`config.mk`:
```
export PLATFORM = sky130hd
export DESIGN_NAME = jtkunio_pcm_seq
export DESIGN_NICKNAME = d
export VERILOG_FILES = /design/src/rtl/jtkunio_pcm_seq_pkg.sv /design/src/rtl/jtkunio_pcm_fetch.sv /design/src/rtl/jtkunio_pcm_seq.sv
export SDC_FILE = /design/constraint.sdc
export NUM_CORES = 1
export LEC_CHECK = 0
export ABC_CLOCK_PERIOD_IN_PS = 4600
export CORE_MARGIN = 5
export CORE_UTILIZATION = 50
export DETAILED_ROUTE_END_ITERATION = 8
export DONT_BUFFER_PORTS = 1
export HOLD_SLACK_MARGIN = 0.03
export SLEW_MARGIN = 20
export SYNTH_ARGS = -nofsm -noshare
export SYNTH_HDL_FRONTEND = slang
export SYNTH_SLANG_ARGS = --single-unit
```
`constraint.sdc`:
```
create_clock -name clk -period 4.6 [get_ports clk]
set_input_delay 0.92 -clock clk [delete_from_list [all_inputs] [get_ports clk]]
set_output_delay 0.92 -clock clk [all_outputs]
set_load 0.02 [all_outputs]
```
`src/rtl/jtkunio_pcm_seq_pkg.sv`:
```
// Shared constants for the Kunio ADPCM sequencer: FSM encoding, ctrl register layout
// and the one-hot bank-select decode.
package jtkunio_pcm_seq_pkg;

    typedef enum logic [1:0] {
        ST_IDLE = 2'd0,
        ST_PLAY = 2'd1,
        ST_DONE = 2'd2
    } pcm_st_t;

    localparam int BYTE_W = 8;
    localparam int OKI_S  = 5;
    localparam int CE_HI  = 4;
    localparam int CE_LO  = 2;
    localparam int MSB_HI = 1;
    localparam int MSB_LO = 0;

    // Chip enables are one-hot; any illegal pattern falls back to bank 0
    function automatic logic [1:0] bank_dec(input logic [2:0] ce);
        case (ce)
            3'b001:  bank_dec = 2'd0;
            3'b010:  bank_dec = 2'd1;
            3'b100:  bank_dec = 2'd2;
            default: bank_dec = 2'd0;
        endcase
    endfunction

endpackage

```
`src/rtl/jtkunio_pcm_fetch.sv`:
```
// PCM ROM fetch engine: two-slot prefetch buffer (CUR/NXT), byte counter and
// the cs/ok handshake with a one-cycle address-settle guard.
module jtkunio_pcm_fetch
    import jtkunio_pcm_seq_pkg::*;
#(
    parameter int CNTW = 14,
    parameter int AW   = 17
)(
    input  logic              clk,
    input  logic              rst,
    input  logic              en,
    input  logic              start,
    input  logic              stop,
    input  logic              pop,
    input  logic [1:0]        bank,
    input  logic [1:0]        msb,
    output logic [AW-1:0]     pcm_addr,
    output logic              pcm_cs,
    input  logic [BYTE_W-1:0] pcm_data,
    input  logic              pcm_ok,
    output logic [BYTE_W-1:0] cur,
    output logic              cur_v
);

    logic [BYTE_W-1:0] nxt;
    logic              nxt_v;
    logic [CNTW-1:0]   fcnt;
    logic              settle;
    logic              want;
    logic [BYTE_W-1:0] cur_a;
    logic              cur_va;
    logic              nxt_va;

    // fcnt carries one bit beyond the byte address so the end of the sample is visible
    assign want = en && !(cur_v && nxt_v) && !fcnt[CNTW-1];

    always_comb begin
        cur_a  = cur;
        cur_va = cur_v;
        nxt_va = nxt_v;
        if (pop) begin
            cur_a  = nxt;
            cur_va = nxt_v;
            nxt_va = 1'b0;
        end
    end

    always_ff @(posedge clk or posedge rst) begin
        if (rst) begin
            cur      <= '0;
            cur_v    <= 1'b0;
            nxt      <= '0;
            nxt_v    <= 1'b0;
            fcnt     <= '0;
            settle   <= 1'b0;
            pcm_cs   <= 1'b0;
            pcm_addr <= '0;
        end else if (start || stop) begin
            // Anything in flight is abandoned; a start immediately requests byte 0
            cur_v  <= 1'b0;
            nxt_v  <= 1'b0;
            fcnt   <= '0;
            settle <= start;
            pcm_cs <= start;
            if (start)
                pcm_addr <= {bank, msb, {(CNTW-1){1'b0}}};
        end else begin
            cur    <= cur_a;
            cur_v  <= cur_va;
            nxt_v  <= nxt_va;
            settle <= 1'b0;
            if (pcm_cs) begin
                if (!en) begin
                    pcm_cs <= 1'b0;
                end else if (!settle && pcm_ok) begin
                    pcm_cs <= 1'b0;
                    fcnt   <= fcnt + 1'b1;
                    if (!cur_va) begin
                        cur   <= pcm_data;
                        cur_v <= 1'b1;
                    end else begin
                        nxt   <= pcm_data;
                        nxt_v <= 1'b1;
                    end
                end
            end else if (want) begin
                pcm_cs   <= 1'b1;
                pcm_addr <= {bank, msb, fcnt[CNTW-2:0]};
                settle   <= 1'b1;
            end
        end
    end

endmodule

```
`src/rtl/jtkunio_pcm_seq.sv`:
```
// ADPCM sample sequencer: sound-CPU start/stop/ctrl handling, playback FSM,
// nibble mux to the jt5205 and end-of-sample NMI.
module jtkunio_pcm_seq
    import jtkunio_pcm_seq_pkg::*;
#(
    parameter int CNTW = 14,
    parameter int AW   = 17
)(
    input  logic          clk,
    input  logic          rst,
    input  logic          ctrl_we,
    input  logic [5:0]    ctrl_din,
    input  logic          start_we,
    input  logic          stop_we,
    input  logic          vclk,
    output logic [AW-1:0] pcm_addr,
    output logic          pcm_cs,
    input  logic [7:0]    pcm_data,
    input  logic          pcm_ok,
    output logic [3:0]    dec_din,
    output logic [1:0]    dec_sel,
    output logic          dec_rst,
    output logic          nmi_n,
    output logic          underrun
);

    pcm_st_t           st;
    logic [5:0]        ctrl;
    logic [CNTW-1:0]   pcnt;
    logic [BYTE_W-1:0] cur;
    logic              cur_v;
    logic              play;
    logic              pop;
    logic [1:0]        bank;
    logic [1:0]        msb;

    assign play    = (st == ST_PLAY);
    assign pop     = play && vclk && cur_v && pcnt[0];
    assign bank    = bank_dec(ctrl[CE_HI:CE_LO]);
    assign msb     = ctrl[MSB_HI:MSB_LO];
    assign dec_sel = {1'b0, ctrl[OKI_S]};

    // Low nibble first; silence whenever the current byte is not there yet
    always_comb begin
        dec_din = 4'd0;
        if (cur_v)
            dec_din = pcnt[0] ? cur[7:4] : cur[3:0];
    end

    jtkunio_pcm_fetch #(
        .CNTW (CNTW),
        .AW   (AW)
    ) u_fetch (
        .clk      (clk),
        .rst      (rst),
        .en       (play),
        .start    (start_we),
        .stop     (stop_we),
        .pop      (pop),
        .bank     (bank),
        .msb      (msb),
        .pcm_addr (pcm_addr),
        .pcm_cs   (pcm_cs),
        .pcm_data (pcm_data),
        .pcm_ok   (pcm_ok),
        .cur      (cur),
        .cur_v    (cur_v)
    );

    always_ff @(posedge clk or posedge rst) begin
        if (rst) begin
            st       <= ST_IDLE;
            ctrl     <= '0;
            pcnt     <= '0;
            nmi_n    <= 1'b1;
            dec_rst  <= 1'b1;
            underrun <= 1'b0;
        end else begin
            underrun <= 1'b0;
            if (ctrl_we)
                ctrl <= ctrl_din;
            // start outranks stop, vclk and the terminal count
            if (start_we) begin
                pcnt    <= '0;
                nmi_n   <= 1'b1;
                dec_rst <= 1'b0;
                st      <= ST_PLAY;
            end else if (stop_we) begin
                nmi_n   <= 1'b1;
                dec_rst <= 1'b1;
                st      <= ST_IDLE;
            end else begin
                case (st)
                    ST_IDLE: dec_rst <= 1'b1;
                    ST_PLAY: begin
                        if (vclk) begin
                            if (!cur_v)
                                underrun <= 1'b1;
                            else if (&pcnt)
                                st <= ST_DONE;
                            else
                                pcnt <= pcnt + 1'b1;
                        end
                    end
                    ST_DONE: begin
                        nmi_n   <= 1'b0;
                        dec_rst <= 1'b1;
                        st      <= ST_IDLE;
                    end
                    default: st <= ST_IDLE;
                endcase
            end
        end
    end

endmodule

```
======== Yosys cells after proc, flatten, opt, wreduce, memory -nomap -nowiden ========
Cells that the tools add are included.
word-level totals
  register bits after elaboration ......... 76
  bits of input ports ..................... 21
  logic and storage cells ................. 114
cells by class
  add/subtract/negate cells ............... 2
  eq/ne operators ......................... 12
  muxes and demuxes ....................... 57
  bitwise gates (word level) .............. 1
  reduce and logical (&&, ||, !) cells .... 28
operators by type and width
  operator                                              count
  2-to-1 mux 14 bit                                     10
  2-to-1 mux 17 bit                                     4
  2-to-1 mux 8 bit                                      5
  2-to-1 mux 1 bit                                      29
  adder 14 x 1 -> 14 bit (second input constant)        2
  AND reduction 14 bit                                  1
  nonzero test 2 bit                                    7
  2-to-1 mux 2 bit                                      5
  AND reduction 5 bit                                   2
  2-to-1 mux 4 bit                                      2
  != test 2 bit (second input constant)                 4
  != test 4 x 3 -> 1 bit (second input constant)        2
  case mux 2 bit (2 select lines)                       2
  logical AND 1 bit                                     7
  AND reduction 3 bit                                   2
  nonzero test 3 bit                                    2
  != test 4 bit (second input constant)                 1
  AND reduction 4 bit                                   1
  equality test 3 x 2 -> 1 bit (second input constant)  1
  equality test 3 bit (second input constant)           1
  logical NOT 1 bit                                     3
  != test 3 bit (second input constant)                 1
  equality test 2 x 1 -> 1 bit (second input constant)  1
  equality test 2 bit (second input constant)           1
  4 further kinds                                       4

======== Depth between registers and ports, before layout ========
  word-level depth ........................ 10
  depth in mapped cells ................... 6
  gate-level depth less buffers ........... 5

======== Modules after synthesis ========
A second synthesis with hierarchy kept.
second synthesis, totals
  cells, all modules ...................... 320
  area total of the unflattened synthesis .. 3539.6 um^2
by module, submodules not included
  module             instances  cells an instance  area each (um^2)  sequential area each (um^2)
  jtkunio_pcm_fetch  1          188                2195.9            1276.2
  jtkunio_pcm_seq    1          132                1343.8            628.1

======== Least setup slack after synthesis ========
No wires, ideal clock.
  kind .................................... input to register
  from .................................... input start_we
  to ...................................... register u_fetch.cur[0]
  arrival ................................. 2271 ps
  path slack .............................. 2203 ps
  stages .................................. 6
  cells stage by stage .................... clkbuf_1 or2_1 or3_1 buf_2 o31a_1 a221o_1
on the way
  longest elaborated chain between the ends .. 1
RTL lines
  element               RTL line                 RTL
  from (decl)           jtkunio_pcm_seq.sv:13    input logic start_we,
  logical OR 1 bit      jtkunio_pcm_fetch.sv:58  end else if (start || stop) begin
  to (signal assigned)  jtkunio_pcm_fetch.sv:68  cur <= cur_a;
  to (signal assigned)  jtkunio_pcm_fetch.sv:79  cur <= pcm_data;
  to (decl)             jtkunio_pcm_fetch.sv:21  output logic [BYTE_W-1:0] cur,
Every way passes these cells.
A chain may end at the register's enable or synchronous reset.

======== Final worst setup path ========
  from .................................... input stop_we
  to ...................................... register u_fetch.cur[7]
on the way
  longest elaborated chain between the ends .. 1
RTL lines
  element           RTL line                 RTL
  from (decl)       jtkunio_pcm_seq.sv:14    input logic stop_we,
  logical OR 1 bit  jtkunio_pcm_fetch.sv:58
Every way passes these cells.

==> impl_metrics.tcl <==
set metrics [dict create \
    path_cells "or2_1 -> or3_1 -> o31a_1 -> a221o_1" \
    routed_via_density 5.92 \
    cts_made_buffers 9 \
    tritoncts "done" \
    vdd.ir_drop.worst_mv 0.182 \
    yosysMostFrequentCell "sky130_fd_sc_hd__dfrtp_1" \
    final_core_utilization_pct 53.9 \
    n_antenna_cell 0 \
    initial_antenna_violation_count 0 \
    postSynthAreaPerCell_um2 10.5 \
    worst_path_dominant_cell_family "simple AND/OR/NAND/NOR gates" \
    ff2ff_path_depth 4 \
    run_status "completed" \
    hold_sp "pcnt[13]$_DFFE_PP0P_" \
    floorplan.initialDensity_pct 50.7 \
    worst_setup_path_start_kind "input port" \
    grt_setup_unrepaired "false" \
    worst_setup_path_end_kind "register" \
    chip_height_um 95.1 \
    postSynthCellCount 345 \
    num_io_pins 48 \
    synth_warnings 0 \
    detailedRoute.firstPassIterationCount 4 \
    core_region_area_mm2 0.00714 \
    r2r_end "u_fetch.nxt[7]$_DFFE_PP0P_" \
    grt_max_degree 40 \
    yosysUniqueCellTypes 47 \
    power.density_cell_area_mw_per_mm2 336 \
    final_critical_path_required_period_ps 2390 \
    std_cell_rows 31 \
    routed_wire_length_per_instance_um 16.7 \
    clockRootBuffer "sky130_fd_sc_hd__clkbuf_8" \
    synth_top_cells_by_area "sky130_fd_sc_hd__dfrtp_1 51%, sky130_fd_sc_hd__mux2_2 5.6%, sky130_fd_sc_hd__a21oi_1 4.8%" \
    fmax_mhz 418 \
    die-width_um 95.1 \
    antenna_left 0 \
    cts_hold_buf 0 \
    syn_area_mm2 0.00362 \
    drc 0 \
    port_bufs 0 \
    ys_top_cells_by_count "74 x sky130_fd_sc_hd__dfrtp_1, 35 x sky130_fd_sc_hd__a21oi_1, 29 x sky130_fd_sc_hd__nand2_1" \
    timing.critical_path.to "u_fetch.cur[7]$_DFFE_PP0P_" \
    seq_area_frac_synth_pct 52.6 \
    final.setup.worst_slack_ps 2210 \
    cp_max_fanout 21 \
    netlist.top_cell.by_area "sky130_fd_sc_hd__dfrtp_1" \
    design_area_mm2 0.00385 \
    worst_slew_margin_rel_pct 41.8 \
    post-cts-setup-buffers 0 \
    power.static_leakage_nw 1.51 \
    syn_nets 368 \
    syn_to_final_growth_pct 6.36 \
    grt_first_pass_wirelength_um 12400 \
    hp-class "register to register" \
    clock_tree.buffer_depth 2 \
    critPathMaxStageDelay_ps 570 \
    drive_above_1_share_pct 13.7 \
    final_net_count 361 \
    number_of_enable_flip_flop_cells_after_synthesis 0 \
    top_flip_flop_cell_by_instance_count_after_synthesis "sky130_fd_sc_hd__dfrtp_1" \
    gpl.final_weighted_congestion 0.824 \
    slew_violations 0 \
    htree_num_levels 3 \
    first_global_vias 2504 \
    slowest_stage_cell_cp "sky130_fd_sc_hd__or3_1" \
    fin_skew_ps 12.0 \
    post_dp_hpwl_um 5160 \
    detailed_place.area_mm2 0.00367 \
    finalHoldViolCount 0 \
    cp_num_cells 4 \
    final.period_utilization_pct 51.9 \
    rr_startpoint "st[1]$_DFFE_PP0P_" \
    detail_route.wirelength_um 7360 \
    flops_latches_synth 76 \
    worstMarginPinSlew_ps 867 \
    regToRegSetupSlack_ps 2370 \
    cap_violations 0 \
    pre_cts_ws_ps 1860 \
    share_of_the_synthesized_area_in_the_top_cell_type_pct 51.2 \
    routed_vias 2611 \
    setup_viol 0 \
    track_usage_pct 17.8 \
    worst_setup_hold_path_clk_slew_ps 80 \
    synthArstFlopShare_pct 100 \
    drt_iter0_markers 95 \
    die_area_mm2 0.00904 \
    overflow 0 \
    timing.setup.tns_ps 0 \
    worst-setup-path-type "input port to register" \
    number_of_gates_resized_after_cts 0 \
    crit_buf_inv 0 \
    timing.critical_path.from "stop_we" \
    cts_sinks 76 \
    clock_insertion_delay_worst_skew_ps 340 \
    worst-endpoint-required_ps 4820 \
    timing.critical_path.arrival_ps 2610 \
]
state kept, by name (all words and copies together) (netlist names):
signal,cells
ctrl,6
dec_rst,1
nmi_n,1
pcnt,14
st,2
u_fetch.cur,8
u_fetch.cur_v,1
u_fetch.fcnt,14
u_fetch.nxt,8
u_fetch.nxt_v,1
u_fetch.pcm_addr,17
u_fetch.pcm_cs,1
u_fetch.settle,1
underrun,1
metal layers:
layer	share of wire (%)	wire, um	global-route usage, %
met1	47	3420	24.7
met2	44	3260	26.7
met4	1.6	121	6.85
met5	0	0	0
met3	7.6	559	4.97
power by group:
group | internal, W | switching [W] | leakage [nW]
clock | 0.000246 | 0.000232 | 0.0959
combinational | 0.0000369 | 0.0000430 | 0.402
sequential | 0.000702 | 0.0000332 | 1.02
total | 0.000984 | 0.000308 | 1.51
layout by cell type (no fill, tap or decap), drive strengths merged, types with 8 or more instances in the layout:
cell	n
or4	14
nand3	22
mux2	18
clkbuf	10
o21ai	9
nand4	10
nor2	18
o31ai	12
inv	8
a221o	8
dfrtp	74
nor3b	10
nand2	30
a21oi	35
kinds of logic (layout without fill, tap and decap cells):
kind of cell / Yosys count / count (layout) / synth area share (%)
adder cells (fa/ha/maj): 2 / 2 / 0.692
multiplexers: 22 / 22 / 6.71
AO/OA/AOI/OAI: 73 / 73 / 12.9
AND/OR/NAND/NOR: 135 / 135 / 21.8
XOR/XNOR: 6 / 6 / 1.45
flip-flops: 76 / 76 / 52.6
buffers and inverters: 30 / 27 / 3.74
other: 1 / 1 / 0.104
metrics by stage:
| stage | instances | power [W] | hold WS [ps] |
|---|---|---|---|
| finish | 441 | 0.00129 | 482 |
| detailed placement | 426 | 0.000830 | 476 |
| global placement | 426 | 0.000828 | 465 |
| global route | 441 | 0.00136 | 513 |
| floorplan | 345 | 0.000817 | 447 |
| CTS | 441 | 0.00131 | 483 |
worst min-delay path by stage:
stage | to | slack, ps | cells past startpoint
after floorplan | pcnt[13]$_DFFE_PP0P_ | 450 | 1
after global placement | pcnt[13]$_DFFE_PP0P_ | 460 | 1
after detailed placement | pcnt[13]$_DFFE_PP0P_ | 480 | 1
after CTS | pcnt[13]$_DFFE_PP0P_ | 480 | 1
after global routing | pcnt[13]$_DFFE_PP0P_ | 510 | 1
final | pcnt[13]$_DFFE_PP0P_ | 480 | 1
layout make-up:
type	instances	area [um^2]
fillers	676	3290
flip-flops and latches	76	1900
multi-input cells	239	1580
clock buffers	10	128
well taps	99	124
clock inverters	5	53.8
repair buffers	4	30.0
inverters	8	30.0
worst reg2reg max path: stages (launching register included):
cell and delay (ps):
sky130_fd_sc_hd__dfrtp_1 440, sky130_fd_sc_hd__and4bb_1 520, sky130_fd_sc_hd__nand2_2 180, sky130_fd_sc_hd__nor3_2 570, sky130_fd_sc_hd__mux2_2 410
Power figures use the tool's default switching activity.
